[src/rtl/control_path.sv]
// control_path: main instruction decoder plus NZCV flag register and
// conditional-branch resolution (B.LT, CBZ) for the ARMv8-subset core.
// Optional macro FLAG_BYPASS_EN: lets a B.LT that directly follows a
// flag-setting instruction use the live ALU flags.
module control_path (
  input  logic        clk,
  input  logic        reset,
  input  logic [31:0] instruct_bits,
  input  logic        negativef,
  input  logic        overflowf,
  input  logic        carryf,
  input  logic        zerof,
  input  logic        zero_comparator,
  output logic        flag_enable,
  output logic        BrTaken,
  output logic        Reg2Loc,
  output logic        RdLoc,
  output logic        RegWrite,
  output logic        MemRead,
  output logic        MemWrite,
  output logic        UnCondBr,
  output logic        xsize_loc,
  output logic [2:0]  ALUSrc,
  output logic [2:0]  ALUOp,
  output logic [2:0]  MemtoReg,
  output logic [1:0]  ALU_first_i_sel
);

  // Field order matches the control-vector tables below
  typedef struct packed {
    logic       br;
    logic       reg2loc;
    logic       regwrite;
    logic       memread;
    logic       memwrite;
    logic       uncondbr;
    logic       xsize;
    logic [2:0] alusrc;
    logic [2:0] aluop;
    logic [2:0] memtoreg;
    logic [1:0] first_sel;
    logic       flag_en;
    logic       rdloc;
  } ctrl_t;

  localparam ctrl_t C_NOP = '{1'b0, 1'b0, 1'b0, 1'b0, 1'b0, 1'b0, 1'b1,
                              3'd0, 3'd0, 3'd0, 2'd0, 1'b0, 1'b0};

  logic [3:0]  r_flags;        // {N, Z, C, V}
  logic [10:0] w_op;
  logic        w_lt;
  ctrl_t       w_ctrl;
  logic        w_unused_bits;

  assign w_op = instruct_bits[31:21];

  // Z and C are kept for future condition codes; low instruction bits are
  // datapath fields this block does not decode.
  assign w_unused_bits = ^{r_flags[2:1], carryf, instruct_bits[20:0]};

`ifdef FLAG_BYPASS_EN
  logic r_flag_pending;

  // Remembers that the previous cycle wrote flags, so live flags are current
  always_ff @(posedge clk) begin
    if (reset) r_flag_pending <= 1'b0;
    else       r_flag_pending <= w_ctrl.flag_en;
  end

  assign w_lt = r_flag_pending ? (negativef ^ overflowf) : (r_flags[3] ^ r_flags[0]);
`else
  assign w_lt = r_flags[3] ^ r_flags[0];
`endif

  // Priority opcode decode; reset forces the NOP vector
  always_comb begin
    w_ctrl = C_NOP;
    if (reset)
      w_ctrl = C_NOP;
    else if (w_op[10:1] == 10'b1001000100)   // ADDI
      w_ctrl = '{1'b0, 1'b1, 1'b1, 1'b0, 1'b0, 1'b1, 1'b1, 3'd0, 3'd2, 3'd0, 2'd0, 1'b0, 1'b0};
    else if (w_op == 11'b10101011000)        // ADDS
      w_ctrl = '{1'b0, 1'b0, 1'b1, 1'b0, 1'b0, 1'b0, 1'b1, 3'd1, 3'd2, 3'd0, 2'd0, 1'b1, 1'b0};
    else if (w_op[10:5] == 6'b000101)        // B
      w_ctrl = '{1'b1, 1'b0, 1'b0, 1'b0, 1'b0, 1'b1, 1'b1, 3'd0, 3'd2, 3'd0, 2'd0, 1'b0, 1'b0};
    else if (w_op[10:3] == 8'b01010100)      // B.LT
      w_ctrl = '{w_lt, 1'b0, 1'b0, 1'b0, 1'b0, 1'b0, 1'b1, 3'd0, 3'd0, 3'd0, 2'd0, 1'b0, 1'b0};
    else if (w_op[10:3] == 8'b10110100)      // CBZ
      w_ctrl = '{zero_comparator, 1'b1, 1'b0, 1'b0, 1'b0, 1'b0, 1'b1, 3'd1, 3'd0, 3'd0, 2'd3, 1'b0, 1'b0};
    else if (w_op == 11'b11111000010)        // LDUR
      w_ctrl = '{1'b0, 1'b1, 1'b1, 1'b1, 1'b0, 1'b0, 1'b0, 3'd2, 3'd2, 3'd1, 2'd0, 1'b0, 1'b0};
    else if (w_op == 11'b00111000010)        // LDURB
      w_ctrl = '{1'b0, 1'b1, 1'b1, 1'b1, 1'b0, 1'b0, 1'b1, 3'd2, 3'd2, 3'd3, 2'd0, 1'b0, 1'b0};
    else if (w_op[10:2] == 9'b111100101)     // MOVK
      w_ctrl = '{1'b0, 1'b1, 1'b1, 1'b0, 1'b0, 1'b0, 1'b0, 3'd3, 3'd2, 3'd0, 2'd2, 1'b0, 1'b1};
    else if (w_op[10:2] == 9'b110100101)     // MOVZ
      w_ctrl = '{1'b0, 1'b0, 1'b1, 1'b0, 1'b0, 1'b0, 1'b0, 3'd3, 3'd2, 3'd0, 2'd1, 1'b0, 1'b0};
    else if (w_op == 11'b11111000000)        // STUR
      w_ctrl = '{1'b0, 1'b1, 1'b0, 1'b0, 1'b1, 1'b0, 1'b0, 3'd2, 3'd2, 3'd0, 2'd0, 1'b0, 1'b0};
    else if (w_op == 11'b00111000000)        // STURB
      w_ctrl = '{1'b0, 1'b1, 1'b0, 1'b0, 1'b1, 1'b0, 1'b1, 3'd2, 3'd2, 3'd0, 2'd0, 1'b0, 1'b0};
    else if (w_op == 11'b11101011000)        // SUBS
      w_ctrl = '{1'b0, 1'b0, 1'b1, 1'b0, 1'b0, 1'b0, 1'b1, 3'd1, 3'd3, 3'd0, 2'd0, 1'b1, 1'b0};
  end

  // Architectural NZCV register: loads live ALU flags on flag-setting ops
  always_ff @(posedge clk) begin
    if (reset)               r_flags <= 4'b0000;
    else if (w_ctrl.flag_en) r_flags <= {negativef, zerof, carryf, overflowf};
  end

  assign BrTaken         = w_ctrl.br;
  assign Reg2Loc         = w_ctrl.reg2loc;
  assign RegWrite        = w_ctrl.regwrite;
  assign MemRead         = w_ctrl.memread;
  assign MemWrite        = w_ctrl.memwrite;
  assign UnCondBr        = w_ctrl.uncondbr;
  assign xsize_loc       = w_ctrl.xsize;
  assign ALUSrc          = w_ctrl.alusrc;
  assign ALUOp           = w_ctrl.aluop;
  assign MemtoReg        = w_ctrl.memtoreg;
  assign ALU_first_i_sel = w_ctrl.first_sel;
  assign flag_enable     = w_ctrl.flag_en;
  assign RdLoc           = w_ctrl.rdloc;

endmodule

[config.mk]
export PLATFORM = sky130hd
export DESIGN_NAME = control_path
export DESIGN_NICKNAME = d
export VERILOG_FILES = /design/src/rtl/control_path.sv
export SDC_FILE = /design/constraint.sdc
export NUM_CORES = 1
export LEC_CHECK = 0
export ABC_AREA = 1
export CAP_MARGIN = 20
export CORE_ASPECT_RATIO = 1.25
export CORE_MARGIN = 3
export CORE_UTILIZATION = 34
export CTS_CLUSTER_DIAMETER = 200
export CTS_CLUSTER_SIZE = 16
export DETAILED_ROUTE_END_ITERATION = 8
export PLACE_DENSITY = 0.94
export REMOVE_ABC_BUFFERS = 1
export SLEW_MARGIN = 25
export SYNTH_ARGS = -nofsm -noshare
export SYNTH_HDL_FRONTEND = slang
export SYNTH_SLANG_ARGS = --single-unit
[constraint.sdc]
create_clock -name clk -period 3.1 [get_ports clk]
set_input_delay 0.31 -clock clk [delete_from_list [all_inputs] [get_ports clk]]
set_output_delay 0.31 -clock clk [all_outputs]
set_load 0.03 [all_outputs]
# [Word-level counts from Yosys, hierarchy flattened]
# Index checks and enable logic that the tools add are counted.
# W data, S select, Z words.
[classes] mux=13 eq_ne=12 reduce_logical=0 n_shift=0 multipliers=0 bitwise_logic=1 n_div=0 addsub=0 order_cmp=0
[ops] operator="$mux W20" n=6
[ops] operator="$mux W19" n=6
[ops] operator="$eq A11 B11 Y1 const B" n=4
[ops] operator="$eq A11 B9 Y1 const B" n=2
[ops] operator="$eq A9 B9 Y1 const B" n=2
[ops] operator="$mux W18" n=1
[ops] operator="$eq A10 B10 Y1 const B" n=1
[ops] operator="$eq A8 B7 Y1 const B" n=1
[ops] operator="$eq A8 B8 Y1 const B" n=1
[ops] operator="$eq A6 B3 Y1 const B" n=1
[ops] operator="$xor A1 B1 Y1" n=1
[totals] latch_bits=0 rom_bits=0 input_bits=39 reg_bits=4 ram_bits=0 memories=0

# [Longest topological paths before layout]
[depth] word_depth=14 depth_mapped=11 depth_no_buf=10

# [Worst setup path before layout]
# No wires, ideal clock.
[synth_timing] path_type="input port to output port" from="input instruct_bits[30]" to="output MemtoReg[0]" n_path_buf=1 t_required_ns=2.790 path_slack_ns=1.336 stages=11 t_arrival_ns=1.454 path_cell_list="inv_1 > nand2_2 > nor2_2 > nand3_2 > nand2_2 > inv_2 > nand2_4 > nor2_4 > nand2_4 > nor2_2 > buf_4"
[synth_between] elab_chain_cells=13
[synth_rtl] element="start, declared" line_no="8" source="input logic [31:0] instruct_bits,"
[synth_rtl] element="$eq A11 B9 Y1" line_no="100" source="else if (w_op == 11'b00111000000)"
[synth_rtl] element="$mux W19" line_no="100"
[synth_rtl] element="$mux W19" line_no="98" source="else if (w_op == 11'b11111000000)"
[synth_rtl] element="$mux W19" line_no="96" source="else if (w_op[10:2] == 9'b110100101)"
[synth_rtl] element="$mux W19" line_no="94" source="else if (w_op[10:2] == 9'b111100101)"
[synth_rtl] element="$mux W19" line_no="92" source="else if (w_op == 11'b00111000010)"
[synth_rtl] element="$mux W19" line_no="90" source="else if (w_op == 11'b11111000010)"
[synth_rtl] element="$mux W20" line_no="88" source="else if (w_op[10:3] == 8'b10110100)"
[synth_rtl] element="$mux W20" line_no="86" source="else if (w_op[10:3] == 8'b01010100)"
[synth_rtl] element="$mux W20" line_no="84" source="else if (w_op[10:5] == 6'b000101)"
[synth_rtl] element="$mux W20" line_no="82" source="else if (w_op == 11'b10101011000)"
[synth_rtl] element="$mux W20 (*)" line_no="80" source="else if (w_op[10:1] == 10'b1001000100)"
[synth_rtl] element="$mux W20 (*)" line_no="78" source="if (reset)"
[synth_rtl] element="end, declared" line_no="25" source="output logic [2:0] MemtoReg,"
# Mark *: on every way between the ends. The rest lies on a longest branch, timed or not.

# [Worst setup path in the final report]
[layout_timing] from="input instruct_bits[28]" to="output MemRead"
[layout_between] elab_chain_cells=13
[layout_rtl] element="$eq A11 B9 Y1" line_no="100"
[layout_rtl] element="$mux W19" line_no="100"
[layout_rtl] element="$mux W19" line_no="98"
[layout_rtl] element="$mux W19" line_no="96"
[layout_rtl] element="$mux W19" line_no="94"
[layout_rtl] element="$mux W19" line_no="92"
[layout_rtl] element="$mux W19" line_no="90"
[layout_rtl] element="$mux W20" line_no="88"
[layout_rtl] element="$mux W20" line_no="86"
[layout_rtl] element="$mux W20" line_no="84"
[layout_rtl] element="$mux W20" line_no="82"
[layout_rtl] element="$mux W20 (*)" line_no="80"
[layout_rtl] element="$mux W20 (*)" line_no="78"
[layout_rtl] element="end, declared" line_no="19" source="output logic MemRead,"
# Marked as above.

==> results.cfg <==
[run_status]
status = finished clean

[power_and_ir_drop]
clock_power_share_pct = 37.0
p_leak_nw = 0.5114
switching_share_pct = 36.00
p_total_mw = 0.1503
p_sw_mw = 0.05411
irDropWorstVdd_v = 0.0001304
power.density_nw_per_um2 = 144.2
p_seq_share_pct = 17.3
p_int_mw = 0.09619
comb_power_share_pct = 45.7

[global_routing]
grt_pass1_wl_mm = 3.263
grt_usage_pct = 15.80
grt_overflow = 0
grt_antenna_before_repair = 0
grt_max_degree = 8
grt_pass1_vias = 878

[floorplanning]
rows = 17
start_util_pct = 37.73
dieHeight_um = 56.67
dieArea_um2 = 2637
num_io_pins = 59
fp.dieW_um = 46.53
core_um2 = 1851

[setup_path]
cp_max_fo = 7
critPathCaptureType = output port
cp.required_ps = 2790
crit_path_start_kind = input port
path_class = in2out
worst-endpoint-arrival_ps = 2390

[sta]
finClkSkew_ps = 0
max_freq_ghz = 0.3701
post-route-period-util_pct = 87.16
timing.final.setup_violations = 0
slew_violations = 0
rsz0062_at_grt = false
tns_ps = 0
fin_crit_ps = 2702
hold_violations = 0

[yosys]
synth_ff_type = dfxtp_1
synthCells = 132
ys_seq_elements = 2
synth.largest_area_cell = nand2_1
syn_area_per_cell_um2 = 5.289
synth_top_area_share_pct = 17.74
synth-async-reset-ratio_pct = 0
synth.cell_area_um2 = 698.2
yosysUniqueCellTypes = 22
synthTopCellsByArea = nand2_1, nor2_1, nor2_2, inv_1, nand2_2
synth_edf_count = 0
synth_warnings = 0
yosysSeqAreaShare_pct = 5.735

[clock_tree]
clockBufferDepth = 2
clk_pin_slew_worst_paths_ps = 30
hold_buffers = 0
cts_resized = 0
numCtsBuffers = 3
cts.sinks = 2
clockRootBuffer = clkbuf_4
clkLatencyLatePin_ps = 220
cts_tree = built
cts_max_level = 1
post_cts_buffers = 0

[drt]
m1WireLength_um = 684
wl_mm = 1.766
drtIter0Drc = 9
wl_met3_um = 98
met2_length_um = 963
drtPass1Iterations = 4
vias = 902
vias_per_cell = 4.902
drc_errors = 0
avgRoutedWirePerCell_um = 9.598
antenna_left = 0
top_layer_used = met4

[cells_and_area]
utilization_pct = 56.32
layout_common_cells = nand2_1, clkdlybuf4s50_1, nor2_1, inv_1, nor2_2
final_nets = 206
antenna_cells = 0
syn_to_final_growth_pct = 49.28
final_common_cell = nand2_1
layout-drive-gt1-share_pct = 21.82
regMostFlops = r_flags
largest_reg_flops = 2
reg.largest.list = r_flags x2

[placed_design]
portBuffers = 32
post-dp-hpwl_mm = 1.573
gp_congestion = 0.8459

[min_path]
hold_class = reg2reg

[flow_run]
cap_violations = 0
## power by group through the flow
stage                     combinational [mW]  clock, mW  sequential [mW]
after floorplan                       0.0362          0           0.0263
after global placement                0.0660          0           0.0263
after detailed placement              0.0680          0           0.0263
after CTS                             0.0682     0.0592           0.0260
after global routing                  0.0760     0.0672           0.0259
final                                 0.0686     0.0557           0.0260
## final cells by class
type,instances,area (µm²)
fill,180,808.3
multi-input combinational,106,553.0
timing repair buffer,32,320.3
inverter,22,82.58
sequential,2,40.04
tap,19,23.77
clock buffer,3,22.52
## critical path, stage by stage
cell	delay, ps
clkdlybuf4s50_1	620
inv_1	70
nand2_1	60
nor2_1	60
nand3_2	100
nand2_2	70
inv_2	70
nand2_4	60
nor2_4	120
nand2_4	80
nor2_2	100
clkdlybuf4s50_1	670
## cells in the mapped netlist (2+ instances only)
master	count
inv_2	6
nand3_2	3
buf_4	4
o21ai_1	3
nand2_4	2
nor2_2	10
nor2_1	20
dfxtp_1	2
nand2_2	7
nor2_4	2
nand4_1	6
a21oi_1	3
nand2_1	33
nand3_1	8
nor3b_2	2
inv_1	15
## stage by stage
step | setup slack, ps | hold slack (ps) | std cells | area (µm²)
6_report | 398.1 | 476.0 | 184 | 1042
5_1_grt | 223.9 | 499.4 | 184 | 1042
4_1_cts | 397.1 | 482.0 | 184 | 1042
3_5_place_dp | 403.3 | 477.5 | 181 | 1020
3_3_place_gp | 433.4 | 463.8 | 181 | 1020
2_1_floorplan | 1364 | 420.5 | 130 | 675.6
## cells by family (layout without fill, tap and decap cells)
| kind of cell | Yosys count | after routing | share of synthesized area, % |
|---|---|---|---|
| AOI/OAI and AO/OA | 7 | 7 | 5.016 |
| buffers and inverters | 26 | 57 | 16.13 |
| and+or+nand+nor | 95 | 95 | 71.33 |
| DFF | 2 | 2 | 5.735 |
| other | 1 | 3 | 0.5371 |
| xor gates and xnor gates | 1 | 1 | 1.255 |
## final timing paths
path | to | cells past startpoint | start | slack, ps
min | r_flags[0]$_SDFFE_PP0P_ | 2 | r_flags[0]$_SDFFE_PP0P_ | 480
max reg2reg | r_flags[3]$_SDFFE_PP0P_ | 2 | r_flags[3]$_SDFFE_PP0P_ | 2560
max | MemRead | 12 | instruct_bits[28] | 400
min reg2reg | r_flags[0]$_SDFFE_PP0P_ | 2 | r_flags[0]$_SDFFE_PP0P_ | 480
## metal layers
layer / GRT usage [%] / vias up
met2: 27.95 / 35
met4: 7.724 / 0
met1: 16.70 / 390
met3: 2.885 / 3
met5: 0 / -
li1: - / 474
Note: power is estimated with default switching activity, not from simulation.
==> RTL edit, RTL diff (config.mk and constraints unchanged) <==
The option `FLAG_BYPASS_EN` is turned on by a define.
--- a/src/rtl/control_path.sv
+++ b/src/rtl/control_path.sv
@@ -4,2 +4,4 @@
 // flag-setting instruction use the live ALU flags.
+`define FLAG_BYPASS_EN
+
 module control_path (
Behaviour: not the same (Yosys sat finds a counterexample within 4 cycles, from zero or initial values and one cycle with reset high).
==> RTL edit against the original RTL <==
Final cell count rose by 1.6%. Worst setup slack got worse by 0.027 ns. Utilization decreased by 0.30 points. Final area down 1.7%. Global-route usage increased by 2.2 points. Clock skew unchanged. Wire length increased by 17%. Synthesized area is 3.0% lower. Power increased by 18%. Sequential cell count up 1. Fmax is 0.97% lower.
==> RTL edit: results (changes against the original RTL) <==
sequential-to-total area share from yosys stat=8.87% (+3.1 points); Clk pin slew, worst setup/hold paths=0.04 ns; met1 Resource Use GR=17.1% (+0.36 points); number of fill cells=176 (-2.2%); RR Endpoint=r_flags[3]; RD Place Congestion=0.839 (-0.86%); initial antenna violation count=0 (unchanged); initial drt markers=19 (+10); Routed WL=2070 um (+17%); crit path DAT=2.42 ns (+0.03 ns); DP Cell Count=183 (+1.1%); post-CTS sizing=0 (unchanged); Yosys cell types=19 (-14%); gr usage total=18.0% (+2.2 points); worst reg2reg setup slack=2.43 ns (-0.13 ns); Post-Synth Adder-Cell Area=0% (unchanged); post-synthesis xor/xnor area fraction=1.29% (+0.039 points); Main synth FF type=dfxtp_1; Worst Min Path Start=r_flags[0]; most frequent cells after synthesis=31 x nand2_1, 27 x nor2_1, 19 x inv_1; TritonCTS Buffers=3 (unchanged); routed vias=911 (+1.0%); clock insertion delay at the later pin of the skew report=0.24 ns (+0.02 ns); # port buffers=32 (unchanged); CP endpoint=BrTaken; FFs w/ async S/R, synth=0% (unchanged); wire per inst=11.1 um (+15%); met2 Track Usage GR=32.9% (+4.9 points); Post-CTS Repair Setup Buffers=0 (unchanged); hold endpoint=r_flags[0]; Syn Inst Count=134 (+1.5%); outcome=complete, no violations; Fin. Hold Viols=0 (unchanged); CP max-delay cell=clkdlybuf4s50_1; worst reg2reg path depth=2 (unchanged); dominant cells by area after synthesis=nand2_1 17%, nor2_1 15%, inv_1 11%, dfxtp_1 8.9%, nand3_2 7.4%; first-pass detailed-route iteration total=4 (unchanged); crit path launch=instruct_bits[29]; Max VDD drop=223 uV (+71%); Leakage Power=0.510 nW (-0.21%); largest net degree at the start of global routing=8 (unchanged); final setup skew=0 ns (unchanged); Hold/Removal Path Class=register to register; crit path max fanout=6 (-1); Layout Nets=208 (+0.97%); Clock H-tree levels=1 (unchanged); Max Root-Sink Buffers=2 (unchanged); hpwl dp=1710 um (+8.5%); top flop regs=r_flags (2), r_flag_pending (1); layout cells sized above 1=13.7% (-8.1 points); global-route wire length before repair=3510 um (+7.6%); GR Util met3=2.91% (+0.028 points); clk root buf=clkbuf_4; Hold Path Depth=2 (unchanged); Critical R2R Launch=r_flags[3]; Hold WS=0.496 ns (+0.0197 ns); Synth Area in Compound Gates=10.7% (+5.7 points); multiplexer area fraction after synthesis=0% (unchanged); CP peak stage delay=0.66 ns; yosys warns=0 (unchanged)
[RTL edit: cell count changes after synthesis, moves of 2 or more]
| cell | before | now |
|---|---|---|
| a21oi_1 | 3 | 7 |
| inv_1 | 15 | 19 |
| nand2_1 | 33 | 31 |
| nand2_2 | 7 | 4 |
| nand2_4 | 2 | 0 |
| nand3_2 | 3 | 5 |
| nand4_1 | 6 | 4 |
| nor2_1 | 20 | 27 |
| nor2_2 | 10 | 5 |
| nor3b_2 | 2 | 0 |
| o21ai_0 | 1 | 4 |
[RTL edit: area by class of cell]
class / instances / area [sq um] / share of cell area (%)
multi-input cells: 105 / 504 / 49.2
repair buffers: 32 / 320 / 31.3
inverters: 24 / 90.1 / 8.79
flip-flops and latches: 3 / 60.1 / 5.86
clock buffers: 4 / 26.3 / 2.56
well taps: 19 / 23.8 / 2.32
[RTL edit: through the flow]
stage | instance area [sq um] | worst slack [ns] | utilization [%] | power (W)
5_1_grt | 1020 | 0.174 | 56.0 | 0.000197
3_5_place_dp | 998 | 0.386 | 54.6 | 0.000105
6_report | 1020 | 0.372 | 56.0 | 0.000177
4_1_cts | 1020 | 0.381 | 56.0 | 0.000181
2_1_floorplan | 654 | 1.20 | - | 0.0000726
3_3_place_gp | 998 | 0.436 | 54.6 | 0.000103
[RTL edit: layer usage]
layer | vias up | share of wire (%)
li1 | 480 | -
met1 | 394 | 39
met2 | 31 | 53
met3 | 6 | 4.4
met4 | 0 | 3.0
met5 | - | 0
[RTL edit: worst max-delay path: cells and delay by family]
kind	cells	cell delay [ns]
compound gates	2	0.32
simple gates	2	0.43
buf+inv	4	1.36
[RTL edit: where the power goes]
group | internal [W] | switching (W)
sequential | 0.0000388 | 0.0000000145
clock | 0.0000485 | 0.0000236
combinational | 0.0000272 | 0.0000389
